$ cat src/rtl/attack_score_controller.sv
`default_nettype none
// ============================================================================
// Module      : attack_score_controller
// Description : Battleship game controller. Maps the mode switches onto a
//               four-state game FSM, turns debounced confirm presses into a
//               one-cycle attack strobe, tracks the remaining shots and ship
//               cells, and declares win or lose.
// Revision    : 1.0 - initial release
// ============================================================================
module attack_score_controller #(
  parameter int MAX_SHOTS = 15,
  parameter int SHOT_W    = 4,
  parameter int CELL_W    = 6
) (
  input  logic              clk_i,
  input  logic              rst_ni,
  input  logic [1:0]        state_req_i,
  input  logic              confirm_i,
  input  logic [2:0]        x_coord_i,
  input  logic [2:0]        y_coord_i,
  input  logic              cell_is_ship_i,
  input  logic              cell_already_hit_i,
  input  logic [CELL_W-1:0] ship_cells_i,
  output logic [1:0]        game_state_code_o,
  output logic              attack_strobe_o,
  output logic [SHOT_W-1:0] shots_left_o,
  output logic [CELL_W-1:0] ships_left_o,
  output logic [1:0]        last_result_o,
  output logic              win_o
);

  // The state encoding doubles as the external game_state_code.
  typedef enum logic [1:0] {
    S_OFF    = 2'b00,
    S_PREP   = 2'b01,
    S_ATTACK = 2'b10,
    S_OVER   = 2'b11
  } state_t;

  localparam logic [1:0] REQ_OFF    = 2'b00;
  localparam logic [1:0] REQ_PREP   = 2'b01;
  localparam logic [1:0] REQ_ATTACK = 2'b10;

  localparam logic [1:0] RES_NONE   = 2'b00;
  localparam logic [1:0] RES_MISS   = 2'b01;
  localparam logic [1:0] RES_HIT    = 2'b10;
  localparam logic [1:0] RES_REJECT = 2'b11;

  localparam logic [SHOT_W-1:0] SHOTS_LOAD = SHOT_W'(MAX_SHOTS);
  localparam logic [SHOT_W-1:0] SHOT_ONE   = SHOT_W'(1);
  localparam logic [CELL_W-1:0] CELL_ONE   = CELL_W'(1);

  state_t              state_q, state_d;
  logic                conf_q;
  logic                strobe_q, strobe_d;
  logic [SHOT_W-1:0]   shots_q, shots_d;
  logic [CELL_W-1:0]   ships_q, ships_d;
  logic [1:0]          result_q, result_d;
  logic                win_q, win_d;

  logic                press_edge;
  logic                press_counted;
  logic                shot_invalid;

  assign press_edge   = confirm_i & ~conf_q;
  assign shot_invalid = (x_coord_i > 3'd6) || (y_coord_i > 3'd4) || cell_already_hit_i;
  // A press only counts while the game stays in ATTACK this cycle; an exit
  // (switch change or game end) takes precedence over a simultaneous shot.
  assign press_counted = press_edge && (state_q == S_ATTACK) && (state_d == S_ATTACK);

  // State and datapath registers, asynchronously cleared.
  always_ff @(posedge clk_i or negedge rst_ni) begin
    if (!rst_ni) begin
      state_q  <= S_OFF;
      conf_q   <= 1'b0;
      strobe_q <= 1'b0;
      shots_q  <= '0;
      ships_q  <= '0;
      result_q <= RES_NONE;
      win_q    <= 1'b0;
    end else begin
      state_q  <= state_d;
      conf_q   <= confirm_i;
      strobe_q <= strobe_d;
      shots_q  <= shots_d;
      ships_q  <= ships_d;
      result_q <= result_d;
      win_q    <= win_d;
    end
  end

  // Next-state selection in fixed priority; request 11 never moves the FSM.
  always_comb begin
    state_d = state_q;
    case (state_q)
      S_OFF: begin
        if (state_req_i == REQ_PREP)        state_d = S_PREP;
        else if (state_req_i == REQ_ATTACK) state_d = S_ATTACK;
      end
      S_PREP: begin
        if (state_req_i == REQ_ATTACK)      state_d = S_ATTACK;
        else if (state_req_i == REQ_OFF)    state_d = S_OFF;
      end
      S_ATTACK: begin
        if (state_req_i == REQ_OFF)         state_d = S_OFF;
        else if (state_req_i == REQ_PREP)   state_d = S_PREP;
        else if ((ships_q == '0) || (shots_q == '0)) state_d = S_OVER;
      end
      S_OVER: begin
        if (state_req_i == REQ_OFF)         state_d = S_OFF;
      end
      default: state_d = S_OFF;
    endcase
  end

  // Counter, result, win and strobe updates driven by state entry or a counted shot.
  always_comb begin
    shots_d  = shots_q;
    ships_d  = ships_q;
    result_d = result_q;
    win_d    = win_q;
    strobe_d = 1'b0;
    if (state_d != state_q) begin
      case (state_d)
        S_ATTACK: begin
          shots_d  = SHOTS_LOAD;
          ships_d  = ship_cells_i;
          result_d = RES_NONE;
          win_d    = 1'b0;
        end
        S_OVER: begin
          // Ships checked first, so sinking the last ship on the last shot wins.
          win_d = (ships_q == '0);
        end
        default: begin
          shots_d  = '0;
          ships_d  = '0;
          result_d = RES_NONE;
          win_d    = 1'b0;
        end
      endcase
    end else if (press_counted) begin
      if (shot_invalid) begin
        result_d = RES_REJECT;
      end else begin
        strobe_d = 1'b1;
        if (shots_q != '0) shots_d = shots_q - SHOT_ONE;
        if (cell_is_ship_i) begin
          if (ships_q != '0) ships_d = ships_q - CELL_ONE;
          result_d = RES_HIT;
        end else begin
          result_d = RES_MISS;
        end
      end
    end
  end

  assign game_state_code_o = state_q;
  assign attack_strobe_o   = strobe_q;
  assign shots_left_o      = shots_q;
  assign ships_left_o      = ships_q;
  assign last_result_o     = result_q;
  assign win_o             = win_q;

endmodule
`default_nettype wire
$ cat config.mk
export PLATFORM = sky130hd
export DESIGN_NAME = attack_score_controller
export DESIGN_NICKNAME = d
export VERILOG_FILES = /design/src/rtl/attack_score_controller.sv
export SDC_FILE = /design/constraint.sdc
export NUM_CORES = 1
export LEC_CHECK = 0
export ABC_AREA = 0
export ABC_CLOCK_PERIOD_IN_PS = 2500
export CORE_MARGIN = 3
export CORE_UTILIZATION = 45
export CTS_CLUSTER_DIAMETER = 200
export DETAILED_ROUTE_END_ITERATION = 6
export PLACE_DENSITY = 0.85
export SYNTH_ARGS = -nofsm -noshare
export SYNTH_HDL_FRONTEND = slang
export SYNTH_SLANG_ARGS = --single-unit
$ cat constraint.sdc
create_clock -name clk_i -period 2.5 [get_ports clk_i]
set_input_delay 0.5 -clock clk_i [delete_from_list [all_inputs] [get_ports clk_i]]
set_output_delay 0.5 -clock clk_i [all_outputs]
set_load 0.03 [all_outputs]
Word level (Yosys, flattened, before mapping)

Index checks and enable logic that the tools add are counted.

Register bits: 17
Bits of input ports: 19
Output and inout bits: 16
Logic and storage cells: 69

Add/sub/neg operators: 2
Order comparisons: 2
Eq/ne operators: 10
Mux-type cells: 28
Bitwise gates (word level): 2
Reduce and logical (&&, ||, !) cells: 18

Operators with widths:

| operator                                               | count |
|---|---|
| 2-to-1 mux 6 bit                                       | 5 |
| 2-to-1 mux 2 bit                                       | 12 |
| 2-to-1 mux 4 bit                                       | 4 |
| one-hot mux 6 bit (2 select lines)                     | 1 |
| == test 2 bit (second input constant)                  | 5 |
| one-hot mux 2 bit (4 select lines)                     | 1 |
| one-hot mux 4 bit (2 select lines)                     | 1 |
| nonzero test 2 bit                                     | 4 |
| > comparator 3 bit (second input constant)             | 2 |
| zero test 6 bit                                        | 1 |
| nonzero test 6 bit                                     | 1 |
| subtractor 6 x 1 -> 6 bit (second input constant)      | 1 |
| AND reduction 5 bit                                    | 1 |
| == test 2 x 1 -> 1 bit (second input constant)         | 2 |
| zero test 2 bit                                        | 2 |
| zero test 4 bit                                        | 1 |
| 2-to-1 mux 1 bit                                       | 4 |
| AND reduction 4 bit                                    | 1 |
| nonzero test 4 bit                                     | 1 |
| subtractor 4 x 1 -> 4 bit (second input constant)      | 1 |
| logical OR 1 bit                                       | 3 |
| logical AND 1 bit                                      | 2 |
| inequality test 2 x 1 -> 1 bit (second input constant) | 1 |
| inequality test 2 bit                                  | 1 |
| 4 further kinds                                        | 4 |

Depth between registers and ports, before layout

Gate-level depths: netlist (run 1).

Word-level depth: 10
Depth in mapped cells: 9
Gate-level depth less buffers: 7

Worst setup path after synthesis (run 1)

Ideal clock, no wire load.

Path type: register -> register
Start point: reg ships_q[0], in the netlist ships_left_o[0]
End point: reg shots_q[3], in the netlist shots_left_o[3]
Library setup time: 0.121 ns
Arrival time: 2.223 ns
Required time: 2.379 ns
Setup slack: 0.156 ns
Cell stages (with the launch flop): 10
Path buffers: 2
Clock period less this slack: 2.344 ns
Path through: dfrtp_1 inv_1 ha_1 or4b_1 buf_2 o21a_1 and3_1 buf_6 o21a_1 o22a_1

Cells in the longest elaborated chain, start to end: 10
Elaborated cells between the ends (all ways): 17
Classes of those cells: 5 x eq/ne; 6 x mux; 6 x reduce/logical

Ends and longest elaborated chain:

| item                                   | line    | RTL |
|---|---|---|
| start, declared                        | 57      | `logic [CELL_W-1:0] ships_q, ships_d;` |
| start signal, assigned                 | 86      | `ships_q <= ships_d;` |
| zero test 6 bit (*)                    | 107     | `else if ((ships_q == '0) \|\| (shots_q == '0)) state_d = S_OVER;` |
| logical OR 1 bit (*)                   | 107     |  |
| 2-to-1 mux 2 bit (*)                   | 107     |  |
| 2-to-1 mux 2 bit (*)                   | 106     | `else if (state_req_i == REQ_PREP) state_d = S_PREP;` |
| 2-to-1 mux 2 bit (*)                   | 105     | `if (state_req_i == REQ_OFF) state_d = S_OFF;` |
| one-hot mux 2 bit (4 select lines) (*) | 95      | `case (state_q)` |
| == test 2 bit                          | 69, 124 |  |
| logical AND 1 bit                      | 69      | `assign press_counted = press_edge && (state_q == S_ATTACK) && (state_d == S_ATTACK);` |
| nonzero test 2 bit (no source line)    | --      |  |
| AND reduction 4 bit (no source line)   | --      |  |
| end signal, assigned                   | 85      | `shots_q <= shots_d;` |
| end, declared                          | 56      | `logic [SHOT_W-1:0] shots_q, shots_d;` |

Mark *: on every way between the ends. The rest lies on a longest branch, timed or not.
A chain may end at the register's enable or synchronous reset.

Worst setup path after layout (run 1)

Start point: reg ships_q[0], in the netlist ships_left_o[0]
End point: reg ships_q[1], in the netlist ships_left_o[1]

Cells in the longest elaborated chain, start to end: 10
Elaborated cells between the ends (all ways): 24
Classes of those cells: 1 x add/sub; 5 x eq/ne; 10 x mux; 8 x reduce/logical

Ends and longest elaborated chain:

| item                                 | line |
|---|---|
| zero test 6 bit                      | 107 |
| logical OR 1 bit                     | 107 |
| 2-to-1 mux 2 bit                     | 107 |
| 2-to-1 mux 2 bit                     | 106 |
| 2-to-1 mux 2 bit                     | 105 |
| one-hot mux 2 bit (4 select lines)   | 95 |
| == test 2 bit                        | 69, 124 |
| logical AND 1 bit                    | 69 |
| nonzero test 2 bit (no source line)  | -- |
| AND reduction 5 bit (no source line) | -- |

Several ways; a longest one is shown, not always the timed one. The select of a mux whose other input is x is not followed.

==> results of run 1 <==
kinds of logic (layout without fill, tap and decap cells):
| logic type | count (synthesis) | in the layout | synth area share (%) |
|---|---|---|---|
| compound gates | 49 | 49 | 31.7 |
| simple gates | 28 | 28 | 14.9 |
| buf+inv | 23 | 60 | 9.47 |
| flops | 17 | 17 | 39.8 |
| fa+ha+maj | 2 | 2 | 2.34 |
| mux | 2 | 2 | 1.87 |
stage by stage:
| stage | util (%) | worst slack (ps) | area [um^2] | total power [mW] |
|---|---|---|---|---|
| after CTS | 66.1 | 183 | 1480 | 1.49 |
| after global placement | 64.9 | 131 | 1450 | 1.31 |
| after floorplan | - | 156 | 1070 | 1.04 |
| after detailed placement | 64.9 | 104 | 1450 | 1.34 |
| after global routing | 66.1 | 17.9 | 1480 | 1.62 |
| final | 66.1 | 172 | 1480 | 1.49 |
area by class of cell:
type | count | area [um^2]
Clock buffer | 3 | 22.5
Multi-Input combinational cell | 81 | 543
Fill cell | 185 | 757
Clock inverter | 1 | 5.00
Tap cell | 28 | 35.0
Inverter | 16 | 60.1
Sequential cell | 17 | 425
Timing Repair Buffer | 40 | 385
registers in the layout, indices dropped and copies added, names as in the netlist:
name / cells
shots_left_o: 4
last_result_o: 2
attack_strobe_o: 1
game_state_code_o: 2
conf_q: 1
win_o: 1
ships_left_o: 6
cells in the mapped netlist (2+ instances only):
cell / n / area (um^2)
clkbuf_1: 2 / 7.51
o21ai_0: 7 / 35.0
a21oi_1: 12 / 60.1
or3_1: 2 / 12.5
a221oi_1: 2 / 17.5
o21a_1: 3 / 22.5
o22ai_1: 4 / 25.0
inv_1: 16 / 60.1
dfrtp_1: 17 / 425
buf_2: 2 / 10.0
nand3_1: 3 / 15.0
nor3_1: 2 / 10.0
mux2i_1: 2 / 20.0
a32oi_1: 2 / 17.5
nor2_1: 4 / 15.0
and3_1: 2 / 12.5
nand2_1: 8 / 30.0
a21o_1: 2 / 15.0
o211ai_1: 2 / 15.0
ha_1: 2 / 25.0
a22oi_1: 2 / 15.0
power breakdown:
| part | internal, mW | switching (mW) |
|---|---|---|
| Sequential | 0.356 | 0.0870 |
| Combinational | 0.387 | 0.507 |
| Clock | 0.0597 | 0.0898 |
metal layers:
metal | GRT usage, % | vias to the layer above | wire length [um]
met5 | 0 | - | 0
met4 | 9.54 | 0 | 36
met3 | 5.99 | 5 | 144
met2 | 29.9 | 28 | 1240
met1 | 24.8 | 487 | 1110
li1 | - | 522 | -
path summary, 6_finish.rpt:
check / from / endpoint / depth (start not counted)
max reg2reg: ships_left_o[0]$_DFFE_PN0P_ / ships_left_o[1]$_DFFE_PN0P_ / 8
max in group asynchronous: rst_ni / game_state_code_o[1]$_DFF_PN0_ / 1
max: ships_left_o[0]$_DFFE_PN0P_ / ships_left_o[1]$_DFFE_PN0P_ / 8
min in group asynchronous: rst_ni / ships_left_o[3]$_DFFE_PN0P_ / 1
min reg2reg: win_o$_DFFE_PN0N_ / win_o$_DFFE_PN0N_ / 1
min: win_o$_DFFE_PN0N_ / win_o$_DFFE_PN0N_ / 1
==> impl_metrics.toml, run 1 <==
[status]
status = "finished clean"

[die]
ios = 35
core_mm2 = 0.00223
die_h_um = 54.8
die_x_um = 54.8
initial_core_util_pct = 47.9
die_area_mm2 = 0.00300
fp-row-count = 17

[route]
drtIter0Drc = 29
ant_nets = 0
vias_per_cell = 5.60
drt-total-wl_um = 2530
vias = 1042
drc_errors = 0
drt_pre_antenna_iters = 5
avgRoutedWirePerCell_um = 13.6

[worst_hold_path]
hold_class = "register to register"

[critical_path]
cpMaxStageDelayCell = "or4b_1"
worstSetupEndpointType = "register"
rrSetupSlack_ps = 170
worstPathCellList = "inv_1, ha_1, or4b_1, o21ai_2, a21oi_1, buf_4, a221oi_1, a21oi_1"
path_buf_inv = 2
startpoint_type = "register"
cp_top_family = "compound AO/OA/AOI/OAI gates"
slowest_delay_ps = 580
worst-path-max-fanout = 11
arrival_ps = 2510
critPathKind = "register to register"
required_ps = 2680
cp_common_cell = "a21oi_1"

[placement]
placed_cells = 182
routabilityCongestion = 0.864
hpwl_um = 1930
portBuffers = 34

[timing]
fin_crit_sh_pct = 93.1
drv_slew = 0
tns_ps = 0
rsz0062_at_grt = "no"
clock_skew_ps = 9.47
finalHoldWorstSlack_ps = 510
setup_violations = 0
fmax_mhz = 429
fin_crit_ps = 2330
maxSlewHeadroom_pct = 50.6
timing_hold_violations_final = 0
worstMarginPinSlew_ps = 739

[grt]
grt_max_degree = 18
overflow = 0
grt_use_total_pct = 19.6
grt_pass1_wl_um = 4220
grt_pass1_vias = 978
antenna_found_initial = 0

[final_layout]
drive_above_1_share_pct = 10.1
layout_commonest_cell = "clkdlybuf4s50_1"
syn_to_final_growth_pct = 38.0
fin_cells = 186
final_nets = 180
layout_common_cells = "34 x clkdlybuf4s50_1, 17 x dfrtp_1, 16 x inv_1"
n_antenna_cell = 0

[synth]
ys_types = 44
avgSynthCellArea_um2 = 8.84
yosysWarnings = 0
synth_edf_count = 0
yosysSeqAreaShare_pct = 39.8
synthFlopType = "dfrtp_1"
postSynthCellCount = 121
synth_area_mm2 = 0.00107
async_reset_ff_share_pct = 100
synth-seq-cells = 17
synth_nets = 142

[clocking]
numCtsBuffers = 3
cts_resized = 0
ctsHoldBuffers = 0
clkTransAtPathRegs_ps = 90
cts.sinks = 17
clock_path_buffers = 2
cts_tree = "built"
cts-root-buf = "clkbuf_4"
post_cts_buffers = 0
clk-insertion-delay-late_ps = 300
htreeDepth = 1

[power_and_ir_drop]
powerDensity_mw_per_mm2 = 1010
vdd.ir_drop.worst_uv = 503
power.leakage_nw = 0.645

[job]
max-cap-violations = 0
Note: power is estimated with default switching activity, not from simulation.
==> run 2, diff against run 1 <==
Settings changed: CELL_PAD_IN_SITES_DETAIL_PLACEMENT set to 0, CELL_PAD_IN_SITES_GLOBAL_PLACEMENT set to 1, CORE_UTILIZATION 45 to 33.
==> run 2 against run 1 <==
Effect of this change: final cell count up 8.6%; highest routed layer is now met3; largest power group unchanged; clock power up 6%; routed wire length up 15%; sequential power up 1%; worst hold slack about the same; count of clock-buffer cells in the layout up 1; core utilization down 17 points.
==> impl_metrics.toml, run 2 (same netlist as run 1, synthesis figures left out) <==
[grt]
grt_pass1_vias = 1015
grt_pass1_wl_um = 4890
grt_use_total_pct = 15.2
grt_max_degree = 18
antenna_found_initial = 0
overflow = 0

[power_and_ir_drop]
p_sw_share_pct = 46.6
powerDensity_mw_per_mm2 = 1010
internal-power_mw = 0.812
switchingPower_mw = 0.708
p_seq_share_pct = 29.5
power_frac_comb_pct = 60.1
power.leakage_nw = 0.645
power_frac_clock_pct = 10.4
vdd.ir_drop.worst_uv = 623
power_mw = 1.52

[timing]
tns_ps = 0
rsz0062_at_grt = "no"
fin_crit_ps = 2260
timing_hold_violations_final = 0
setup_violations = 0
fin_crit_sh_pct = 90.5
fmax_mhz = 442
maxSlewHeadroom_pct = 43.8
clock_skew_ps = 6.94
drv_slew = 0
worstMarginPinSlew_ps = 841

[clocking]
clock_path_buffers = 2
clk-insertion-delay-late_ps = 300
post_cts_buffers = 0
ctsHoldBuffers = 0
cts_tree = "built"
cts.sinks = 17
clkTransAtPathRegs_ps = 110
htreeDepth = 1
numCtsBuffers = 3
cts-root-buf = "clkbuf_4"

[critical_path]
startpoint_type = "register"
cp_common_cell = "o21a_1"
arrival_ps = 2460
worst-path-max-fanout = 6
slowest_delay_ps = 530
cpMaxStageDelayCell = "or4b_4"
critPathKind = "register to register"
cp_top_family = "simple AND/OR/NAND/NOR gates"
path_buf_inv = 1
worstSetupEndpointType = "register"
required_ps = 2700
worstPathCellList = "inv_1, ha_1, or4b_4, o21a_1, and3_1, o21a_1, o22a_1"

[die]
ios = 35
die_area_mm2 = 0.00396
fp-row-count = 20
core_mm2 = 0.00308
initial_core_util_pct = 34.8
die_x_um = 62.9
die_h_um = 62.9

[final_layout]
regArea_um2 = 425
largest_reg_flops = 6
postLayoutCellArea_mm2 = 0.00150
layout_commonest_cell = "clkdlybuf4s50_1"
drive_above_1_share_pct = 10.1
layout_common_cells = "34 x clkdlybuf4s50_1, 17 x dfrtp_1, 16 x inv_1"
n_antenna_cell = 0
multi_input_area_um2 = 547
final_nets = 180
fill_cells = 327
final_core_util_pct = 48.7
syn_to_final_growth_pct = 40.1

[route]
avgRoutedWirePerCell_um = 14.4
drc_errors = 0
drt_pre_antenna_iters = 4
drtIter0Drc = 51
vias_per_cell = 5.18
vias = 1046
drt-total-wl_um = 2900
ant_nets = 0

[placement]
hpwl_um = 2170
portBuffers = 34
dpl-instance-area_mm2 = 0.00147
routabilityCongestion = 0.851

[job]
max-cap-violations = 0

[status]
status = "finished clean"

[worst_hold_path]
hold_class = "register to register"
==> run 2: power groups by stage <==
stage	Clock, mW	Sequential [mW]	Combinational (mW)
floorplan	0	0.588	0.455
global placement	0	0.446	0.879
detailed placement	0	0.451	0.901
CTS	0.157	0.446	0.908
global route	0.172	0.465	1.00
finish	0.158	0.449	0.913
==> run 2: routing by layer <==
layer  vias up  part of all wire (%)  track usage (%)
met5         -                     0                0
met4         0                     0             1.65
met3         0                   4.5             4.14
met2        24                    49             25.2
met1       499                    47             20.4
li1        523                     -                -
==> run 2: through the flow <==
stage / instances / hold WS, ps / worst slack [ps]
floorplan: 121 / 204 / 156
detailed placement: 198 / 500 / 109
global route: 202 / 536 / 43.2
finish: 202 / 511 / 238
CTS: 202 / 520 / 171
global placement: 198 / 496 / 129
==> run 2: timing repair <==
item / in CTS / in global routing
endpoints found under the setup margin: 0 / 1
gates resized for setup: 0 / 1
hold endpoints to repair: 0 / 0
==> run 2: final timing paths <==
| check | start | endpoint | slack, ps | cells after the start |
|---|---|---|---|---|
| min reg2reg | win_o$_DFFE_PN0N_ | win_o$_DFFE_PN0N_ | 510 | 1 |
| max in group asynchronous | rst_ni | win_o$_DFFE_PN0N_ | 1310 | 1 |
| max reg2reg | ships_left_o[0]$_DFFE_PN0P_ | shots_left_o[3]$_DFFE_PN0P_ | 240 | 7 |
| min | win_o$_DFFE_PN0N_ | win_o$_DFFE_PN0N_ | 510 | 1 |
| min in group asynchronous | rst_ni | game_state_code_o[1]$_DFF_PN0_ | 660 | 1 |
| max | ships_left_o[0]$_DFFE_PN0P_ | shots_left_o[3]$_DFFE_PN0P_ | 240 | 7 |
==> run 2: final cells by class <==
cell class	instances	area share, %
Timing Repair Buffer	40	25.7
Inverter	16	4.01
Clock buffer	4	1.75
Multi-Input combinational cell	81	36.5
Tap cell	44	3.67
Sequential cell	17	28.4
==> run 2: worst register-to-register path: stages, from the launching register on <==
cell and delay (ps):
dfrtp_1 420, inv_1 110, ha_1 220, or4b_4 530, o21a_1 220, and3_1 210
o21a_1 250, o22a_1 210
